<file path="src/rtl/mem_port_arbiter_if.sv">
// Bundle of the IFU, LSU and memory-side signals around the memory port arbiter.
// The slave modport is the arbiter's view; the master modport is the view of
// the requesters plus the memory (whatever sits around the arbiter).
interface mem_port_arbiter_if #(
  parameter int ADDR_W = 32,
  parameter int DATA_W = 32
);
  localparam int MASK_W = DATA_W / 8;

  // IFU fetch port
  logic              i_ifu_req;
  logic [ADDR_W-1:0] i_ifu_addr;
  logic              o_ifu_rvalid;
  logic [DATA_W-1:0] o_ifu_rdata;
  logic              o_ifu_err;

  // LSU load/store port
  logic              i_lsu_req;
  logic              i_lsu_wen;
  logic [ADDR_W-1:0] i_lsu_addr;
  logic [DATA_W-1:0] i_lsu_wdata;
  logic [MASK_W-1:0] i_lsu_wmask;
  logic              o_lsu_rvalid;
  logic [DATA_W-1:0] o_lsu_rdata;
  logic              o_lsu_err;

  // Memory port
  logic              o_mem_valid;
  logic              i_mem_ready;
  logic [ADDR_W-1:0] o_mem_addr;
  logic              o_mem_wen;
  logic [DATA_W-1:0] o_mem_wdata;
  logic [MASK_W-1:0] o_mem_wmask;
  logic              i_mem_rvalid;
  logic [DATA_W-1:0] i_mem_rdata;
  logic              i_mem_err;

  modport slave (
    input  i_ifu_req, i_ifu_addr,
    output o_ifu_rvalid, o_ifu_rdata, o_ifu_err,
    input  i_lsu_req, i_lsu_wen, i_lsu_addr, i_lsu_wdata, i_lsu_wmask,
    output o_lsu_rvalid, o_lsu_rdata, o_lsu_err,
    output o_mem_valid, o_mem_addr, o_mem_wen, o_mem_wdata, o_mem_wmask,
    input  i_mem_ready, i_mem_rvalid, i_mem_rdata, i_mem_err
  );

  modport master (
    output i_ifu_req, i_ifu_addr,
    input  o_ifu_rvalid, o_ifu_rdata, o_ifu_err,
    output i_lsu_req, i_lsu_wen, i_lsu_addr, i_lsu_wdata, i_lsu_wmask,
    input  o_lsu_rvalid, o_lsu_rdata, o_lsu_err,
    input  o_mem_valid, o_mem_addr, o_mem_wen, o_mem_wdata, o_mem_wmask,
    output i_mem_ready, i_mem_rvalid, i_mem_rdata, i_mem_err
  );
endinterface

</file>
<file path="src/rtl/mem_port_arbiter.sv">
// Shares one memory port between the IFU (fetch reads) and the LSU (loads and
// stores). Round-robin arbitration, a single outstanding transaction with the
// request fields latched at grant, response routed back to the owner, and a
// watchdog that turns a stuck transaction into an error response.
module mem_port_arbiter #(
  parameter int ADDR_W         = 32,
  parameter int DATA_W         = 32,
  parameter int TIMEOUT_CYCLES = 255
) (
  input  logic                i_clock,
  input  logic                i_reset_n,
  mem_port_arbiter_if.slave   bus,
  output logic                o_busy,
  output logic                o_owner
);

  localparam int MASK_W  = DATA_W / 8;
  localparam int TIMER_W = (TIMEOUT_CYCLES > 0) ? $clog2(TIMEOUT_CYCLES + 1) : 1;
  localparam bit TIMEOUT_EN = (TIMEOUT_CYCLES != 0);
  localparam logic [TIMER_W-1:0] TIMER_LIMIT = TIMER_W'(TIMEOUT_CYCLES);

  localparam logic [1:0] ST_IDLE = 2'd0;
  localparam logic [1:0] ST_REQ  = 2'd1;
  localparam logic [1:0] ST_RESP = 2'd2;

  localparam logic OWNER_IFU = 1'b0;
  localparam logic OWNER_LSU = 1'b1;

  logic [1:0]         state;
  logic               owner;      // current grant while busy, last grant while idle
  logic [ADDR_W-1:0]  lat_addr;
  logic               lat_wen;
  logic [DATA_W-1:0]  lat_wdata;
  logic [MASK_W-1:0]  lat_wmask;
  logic [TIMER_W-1:0] timer;

  logic               grant_ifu;
  logic               grant_lsu;
  logic               mem_done;
  logic               timeout;
  logic               resp_fire;
  logic [DATA_W-1:0]  resp_data;
  logic               resp_err;

  // Round-robin grant decision, only evaluated while the port is free.
  always_comb begin
    // NOTE: every output of a combinational block gets a default first, so no
    // path through the if/else leaves it unassigned and infers a latch.
    grant_ifu = 1'b0;
    grant_lsu = 1'b0;
    if (state == ST_IDLE) begin
      if (bus.i_ifu_req && bus.i_lsu_req) begin
        // Tie goes to whoever did not own the port last.
        grant_ifu = (owner == OWNER_LSU);
        grant_lsu = (owner == OWNER_IFU);
      end else begin
        grant_ifu = bus.i_ifu_req;
        grant_lsu = bus.i_lsu_req;
      end
    end
  end

  // A real memory response only counts once the request has been accepted;
  // i_mem_rvalid during REQ (including the accepting cycle) is ignored.
  assign mem_done  = (state == ST_RESP) && bus.i_mem_rvalid;
  // A real completion in the watchdog cycle takes precedence over the timeout.
  assign timeout   = TIMEOUT_EN && (state != ST_IDLE) && (timer == TIMER_LIMIT) && !mem_done;
  assign resp_fire = mem_done || timeout;
  // Stores and timeouts return zero data.
  assign resp_data = (mem_done && !lat_wen) ? bus.i_mem_rdata : '0;
  assign resp_err  = timeout || (mem_done && bus.i_mem_err);

  // Memory request side: held stable from the latched fields until accepted.
  assign bus.o_mem_valid = (state == ST_REQ) && !timeout;
  assign bus.o_mem_addr  = lat_addr;
  assign bus.o_mem_wen   = lat_wen;
  assign bus.o_mem_wdata = lat_wdata;
  assign bus.o_mem_wmask = lat_wmask;

  // Response routing: only the owner sees the pulse, the other side stays 0.
  assign bus.o_ifu_rvalid = resp_fire && (owner == OWNER_IFU);
  assign bus.o_ifu_rdata  = (owner == OWNER_IFU) ? resp_data : '0;
  assign bus.o_ifu_err    = resp_err && (owner == OWNER_IFU);
  assign bus.o_lsu_rvalid = resp_fire && (owner == OWNER_LSU);
  assign bus.o_lsu_rdata  = (owner == OWNER_LSU) ? resp_data : '0;
  assign bus.o_lsu_err    = resp_err && (owner == OWNER_LSU);

  assign o_busy  = (state != ST_IDLE);
  assign o_owner = owner;

  // Transaction FSM, field latches and watchdog timer.
  always_ff @(posedge i_clock) begin
    // NOTE: sequential state uses non-blocking assignments so every register
    // samples the pre-edge values, independent of statement order.
    if (!i_reset_n) begin
      state     <= ST_IDLE;
      owner     <= OWNER_LSU;   // IFU wins the first tie after reset
      lat_addr  <= '0;
      lat_wen   <= 1'b0;
      lat_wdata <= '0;
      lat_wmask <= '0;
      timer     <= '0;
    end else begin
      case (state)
        ST_IDLE: begin
          if (grant_lsu) begin
            state     <= ST_REQ;
            owner     <= OWNER_LSU;
            timer     <= '0;
            lat_addr  <= bus.i_lsu_addr;
            lat_wen   <= bus.i_lsu_wen;
            // Loads carry no store data or byte mask onto the bus.
            lat_wdata <= bus.i_lsu_wen ? bus.i_lsu_wdata : '0;
            lat_wmask <= bus.i_lsu_wen ? bus.i_lsu_wmask : '0;
          end else if (grant_ifu) begin
            state     <= ST_REQ;
            owner     <= OWNER_IFU;
            timer     <= '0;
            lat_addr  <= bus.i_ifu_addr;
            lat_wen   <= 1'b0;
            lat_wdata <= '0;
            lat_wmask <= '0;
          end
        end
        ST_REQ: begin
          if (timeout) begin
            state <= ST_IDLE;
          end else if (bus.i_mem_ready) begin
            state <= ST_RESP;
          end
          if (TIMEOUT_EN) begin
            timer <= timer + 1'b1;
          end
        end
        ST_RESP: begin
          if (resp_fire) begin
            state <= ST_IDLE;
          end
          if (TIMEOUT_EN) begin
            timer <= timer + 1'b1;
          end
        end
        default: state <= ST_IDLE;
      endcase
    end
  end

endmodule
</file>
<file path="src/flat_wrapper.sv">
// flat-port wrapper written by rule: the top's interface ports become plain ports
module mem_port_arbiter_flat 
#(
  parameter int ADDR_W         = 32,
  parameter int DATA_W         = 32,
  parameter int TIMEOUT_CYCLES = 255
)
  (i_clock, i_reset_n, o_busy, o_owner, bus_i_ifu_req, bus_i_ifu_addr, bus_o_ifu_rvalid, bus_o_ifu_rdata, bus_o_ifu_err, bus_i_lsu_req, bus_i_lsu_wen, bus_i_lsu_addr, bus_i_lsu_wdata, bus_i_lsu_wmask, bus_o_lsu_rvalid, bus_o_lsu_rdata, bus_o_lsu_err, bus_o_mem_valid, bus_o_mem_addr, bus_o_mem_wen, bus_o_mem_wdata, bus_o_mem_wmask, bus_i_mem_ready, bus_i_mem_rvalid, bus_i_mem_rdata, bus_i_mem_err);
  mem_port_arbiter_if #(.ADDR_W(ADDR_W), .DATA_W(DATA_W)) bus_i ();
  input  logic i_clock;
  input  logic i_reset_n;
  output logic o_busy;
  output logic o_owner;
  input wire logic [$bits(bus_i.i_ifu_req)-1:0] bus_i_ifu_req;
  input wire logic [$bits(bus_i.i_ifu_addr)-1:0] bus_i_ifu_addr;
  output wire logic [$bits(bus_i.o_ifu_rvalid)-1:0] bus_o_ifu_rvalid;
  output wire logic [$bits(bus_i.o_ifu_rdata)-1:0] bus_o_ifu_rdata;
  output wire logic [$bits(bus_i.o_ifu_err)-1:0] bus_o_ifu_err;
  input wire logic [$bits(bus_i.i_lsu_req)-1:0] bus_i_lsu_req;
  input wire logic [$bits(bus_i.i_lsu_wen)-1:0] bus_i_lsu_wen;
  input wire logic [$bits(bus_i.i_lsu_addr)-1:0] bus_i_lsu_addr;
  input wire logic [$bits(bus_i.i_lsu_wdata)-1:0] bus_i_lsu_wdata;
  input wire logic [$bits(bus_i.i_lsu_wmask)-1:0] bus_i_lsu_wmask;
  output wire logic [$bits(bus_i.o_lsu_rvalid)-1:0] bus_o_lsu_rvalid;
  output wire logic [$bits(bus_i.o_lsu_rdata)-1:0] bus_o_lsu_rdata;
  output wire logic [$bits(bus_i.o_lsu_err)-1:0] bus_o_lsu_err;
  output wire logic [$bits(bus_i.o_mem_valid)-1:0] bus_o_mem_valid;
  output wire logic [$bits(bus_i.o_mem_addr)-1:0] bus_o_mem_addr;
  output wire logic [$bits(bus_i.o_mem_wen)-1:0] bus_o_mem_wen;
  output wire logic [$bits(bus_i.o_mem_wdata)-1:0] bus_o_mem_wdata;
  output wire logic [$bits(bus_i.o_mem_wmask)-1:0] bus_o_mem_wmask;
  input wire logic [$bits(bus_i.i_mem_ready)-1:0] bus_i_mem_ready;
  input wire logic [$bits(bus_i.i_mem_rvalid)-1:0] bus_i_mem_rvalid;
  input wire logic [$bits(bus_i.i_mem_rdata)-1:0] bus_i_mem_rdata;
  input wire logic [$bits(bus_i.i_mem_err)-1:0] bus_i_mem_err;
  assign bus_i.i_ifu_req = bus_i_ifu_req;
  assign bus_i.i_ifu_addr = bus_i_ifu_addr;
  assign bus_o_ifu_rvalid = bus_i.o_ifu_rvalid;
  assign bus_o_ifu_rdata = bus_i.o_ifu_rdata;
  assign bus_o_ifu_err = bus_i.o_ifu_err;
  assign bus_i.i_lsu_req = bus_i_lsu_req;
  assign bus_i.i_lsu_wen = bus_i_lsu_wen;
  assign bus_i.i_lsu_addr = bus_i_lsu_addr;
  assign bus_i.i_lsu_wdata = bus_i_lsu_wdata;
  assign bus_i.i_lsu_wmask = bus_i_lsu_wmask;
  assign bus_o_lsu_rvalid = bus_i.o_lsu_rvalid;
  assign bus_o_lsu_rdata = bus_i.o_lsu_rdata;
  assign bus_o_lsu_err = bus_i.o_lsu_err;
  assign bus_o_mem_valid = bus_i.o_mem_valid;
  assign bus_o_mem_addr = bus_i.o_mem_addr;
  assign bus_o_mem_wen = bus_i.o_mem_wen;
  assign bus_o_mem_wdata = bus_i.o_mem_wdata;
  assign bus_o_mem_wmask = bus_i.o_mem_wmask;
  assign bus_i.i_mem_ready = bus_i_mem_ready;
  assign bus_i.i_mem_rvalid = bus_i_mem_rvalid;
  assign bus_i.i_mem_rdata = bus_i_mem_rdata;
  assign bus_i.i_mem_err = bus_i_mem_err;
  mem_port_arbiter #(.ADDR_W(ADDR_W), .DATA_W(DATA_W), .TIMEOUT_CYCLES(TIMEOUT_CYCLES)) u_core (.i_clock(i_clock), .i_reset_n(i_reset_n), .bus(bus_i), .o_busy(o_busy), .o_owner(o_owner));
endmodule
</file>
<file path="config.mk">
export PLATFORM = sky130hd
export DESIGN_NAME = mem_port_arbiter_flat
export DESIGN_NICKNAME = d
export VERILOG_FILES = /design/src/rtl/mem_port_arbiter_if.sv /design/src/rtl/mem_port_arbiter.sv /design/src/flat_wrapper.sv
export SDC_FILE = /design/constraint.sdc
export NUM_CORES = 1
export LEC_CHECK = 0
export ABC_AREA = 0
export CAP_MARGIN = 25
export CELL_PAD_IN_SITES_DETAIL_PLACEMENT = 1
export CELL_PAD_IN_SITES_GLOBAL_PLACEMENT = 1
export CORE_AREA = 2 2 128 130
export CTS_BUF_LIST = sky130_fd_sc_hd__clkbuf_8
export DETAILED_ROUTE_END_ITERATION = 8
export DIE_AREA = 0 0 130 132
export GPL_TIMING_DRIVEN = 0
export PLACE_DENSITY = 0.8
export RECOVER_POWER = 50
export SYNTH_ARGS = -nofsm -noshare
export SYNTH_HDL_FRONTEND = slang
export SYNTH_SLANG_ARGS = --single-unit
</file>
<file path="constraint.sdc">
create_clock -name i_clock -period 2.1 [get_ports i_clock]
set_input_delay 0.42 -clock i_clock [delete_from_list [all_inputs] [get_ports i_clock]]
set_output_delay 0.42 -clock i_clock [all_outputs]
set_load 0.03 [all_outputs]
</file>
==> summary.txt <==
Run status
  • Outcome: complete, but fails checks
  • Failing checks: negative setup slack

Worst setup path
  • Max stage delay on crit path: 390 ps
  • Crit path cell chain: inv_4 > ha_4 > nand4b_1 > or2_4 > a21boi_4 > o21a_4 > buf_6
  • Critical path's slowest cell: dfxtp_4
  • Worst endpoint required time: 1680 ps
  • Max FO, Critical Path: 3
  • CP Class: reg -> out
  • Worst Setup Start Kind: register
  • Critical Path End Type: primary output
  • WP data arrival: 1850 ps

Pwr
  • Pwr dens: 740.2 mW/mm²
  • Clock power frac: 0.198
  • Pint: 3294 µW
  • Combinational power share: 0.455
  • Lkg Pwr: 0.003061 µW
  • Total power: 5445 µW
  • Switching share of power: 0.3950
  • P_sw: 2151 µW
  • Seq pwr share: 0.347
  • Worst VDD drop: 0.4454 mV

STA
  • Post-route setup slack: -173.5 ps
  • Fmax achieved: 439.9 MHz
  • Least-Margin Pin Slew: 615.3 ps
  • Final hold violation count: 0
  • Fin crit period: 2273 ps
  • Unrepaired setup endpoints after global routing: yes
  • Crit share post-route: 1.083
  • Rel. slew slack: 0.5880
  • Final setup fails: 66
  • Final Skew: 9.619 ps
  • Max-slew violations: 0

Synthesis
  • EDFF count, synth: 0
  • Async SR Flop Fraction: 0
  • Synth warnings: 0
  • #FFs+latches synth: 80
  • Cell area after synthesis: 0.003739 mm²
  • Unique masters post-synth: 39
  • Gate Count Post-Synth: 416
  • Syn avg cell area: 8.987 µm²
  • Sequential element share of the synthesized area: 0.4284
  • Synthesized net count: 561
  • Cell taking the most area after synthesis: dfxtp_1
  • Most common cell in the synthesized netlist: dfxtp_1
  • Post-synth top area share: 0.4284
  • Synth area leaders: dfxtp_1 (43%), and2_1 (11%), mux2i_1 (8.8%)
  • Commonest cells post-synth: dfxtp_1 (80), nor2_1 (78), and2_1 (65), a22oi_1 (36), mux2i_1 (33)
  • Top_reg_cell synth: dfxtp_1

Clock network
  • Clock Latency Late Sink: 360 ps
  • Clock-pin slew on the worst setup and hold paths: 90 ps
  • CTS Buf Count: 9
  • CTS tree: built
  • CTS Hold Bufs: 0
  • H-tree Lvls: 3
  • CTS Buffer Depth: 2
  • Clk sink count: 80
  • CTS Root Buffer Type: clkbuf_8

Floorplanning
  • Die span in x: 130 µm
  • Die area: 0.01716 mm²
  • I/O pin total: 280
  • Starting Density: 0.2379
  • Die Ht: 132 µm
  • Core area: 0.01571 mm²
  • Placement row count: 46

Drt
  • Via/cell ratio: 4.579
  • First DRT Iteration DRCs: 107
  • DRC Markers: 0
  • Total Routed Length: 16010 µm
  • Post-route ant nets: 0
  • First-pass DRT Iterations: 6
  • Wire per inst: 17.01 µm
  • Vias after detailed routing: 4309

Placed design
  • Routability cong.: 0.7512
  • DP HPWL: 13050 µm
  • Place WS: -1423 ps
  • Buffers on Ports: 278

Finish
  • Layout area overhead: 96.75%
  • Share of cells above drive strength 1: 0.2110
  • Ant diodes: 0
  • Final Net Count: 865
  • Post-layout util: 0.4681

GRT
  • Antenna violations before repair: 1
  • Vias in the first global route: 4615
  • Largest net degree at the start of global routing: 16
  • Total track usage: 0.1799
  • Grt total ovfl: 0
  • First-pass GRT wire length: 24390 µm

Flow run
  • Max-cap violation count: 0

Worst hold path
  • Hold Crit Class: in -> reg
[cell type report]
class                   count  area (µm²)
inverters                   5       21.27
fillers                  1760        8357
plain buffers              31       212.7
repair buffers            294        2987
well taps                 216       270.3
clock buffers               9       123.9
multi-input cells         299        2077
flip-flops and latches     80        1609
clock inverters             7       55.05
[worst max-delay path: cells and delay by family, from the launching register on]
kind / cells / cell delay [ps]
AOI/OAI and AO/OA: 2 / 290
buffers and inverters: 2 / 170
and+or+nand+nor: 2 / 510
DFF: 1 / 390
adders and majority gates: 1 / 150
[state kept, by name, indices dropped and copies added (netlist names)]
name / count
u_core.bus.o_mem_wen: 1
u_core.o_owner: 1
u_core.bus.o_mem_addr: 32
u_core.timer: 8
u_core.bus.o_mem_wmask: 4
u_core.bus.o_mem_wdata: 32
u_core.state: 2
[cells in the final DEF, fill, tap and decap left out, types with 10 or more instances in the layout]
cell type	n
clkbuf_8	15
mux2i_1	33
and2_1	59
nor2_1	78
a211oi_1	32
buf_6	72
dfxtp_1	76
buf_4	14
clkbuf_1	10
clkdlybuf4s50_1	206
buf_2	12
a22oi_1	36
[power by group through the flow]
stage,clock network (µW),logic (µW),registers [µW]
after detailed placement,0,2380,1920
after CTS,1110,2460,1890
after global placement,0,2310,1900
after global routing,1170,2650,1920
after floorplan,0,939,2290
final,1080,2480,1890
[worst paths after layout]
| kind | slack [ps] | cells after the start | from | end |
|---|---|---|---|---|
| max | -170 | 7 | u_core.state[1] | bus_o_lsu_err |
| min | 490 | 3 | bus_i_lsu_req | u_core.o_owner |
| max reg2reg | 190 | 8 | u_core.state[1] | u_core.timer[7] |
| min reg2reg | 500 | 2 | u_core.bus.o_mem_addr[14] | u_core.bus.o_mem_addr[14] |
[metrics by stage]
stage	instance area (µm²)	hold slack, ps	std cells	TNS (ps)
6_report	7356	488.4	941	-4773
3_3_place_gp	6833	469.1	910	-81870
3_5_place_dp	6833	480.1	910	-85130
2_1_floorplan	3780	453.9	416	-119.2
5_1_grt	7356	529.2	941	-12270
4_1_cts	7098	474.6	937	-8710
[logic make-up after synthesis]
kind of cell | synth area share
DFF | 0.4284
AOI/OAI and AO/OA | 0.1673
xor gates and xnor gates | 0.01640
and+or+nand+nor | 0.2339
muxes | 0.08835
adders and majority gates | 0.01673
buffers and inverters | 0.04886
[per-layer routing]
| metal | track usage | up-vias | routed length, µm |
|---|---|---|---|
| met3 | 0.06128 | 20 | 1307 |
| met5 | 0 | - | 13 |
| li1 | - | 2052 | - |
| met1 | 0.1770 | 2049 | 5702 |
| met4 | 0.04719 | 2 | 276 |
| met2 | 0.3505 | 186 | 8710 |
[repair_timing]
action	4_1_cts	5_1_grt
cloned	1	0
setup endpoints to repair	71	70
pin swaps	5	5
setup buffers	11	4
resized for setup	464	65
Note: power is estimated with default switching activity, not from simulation.
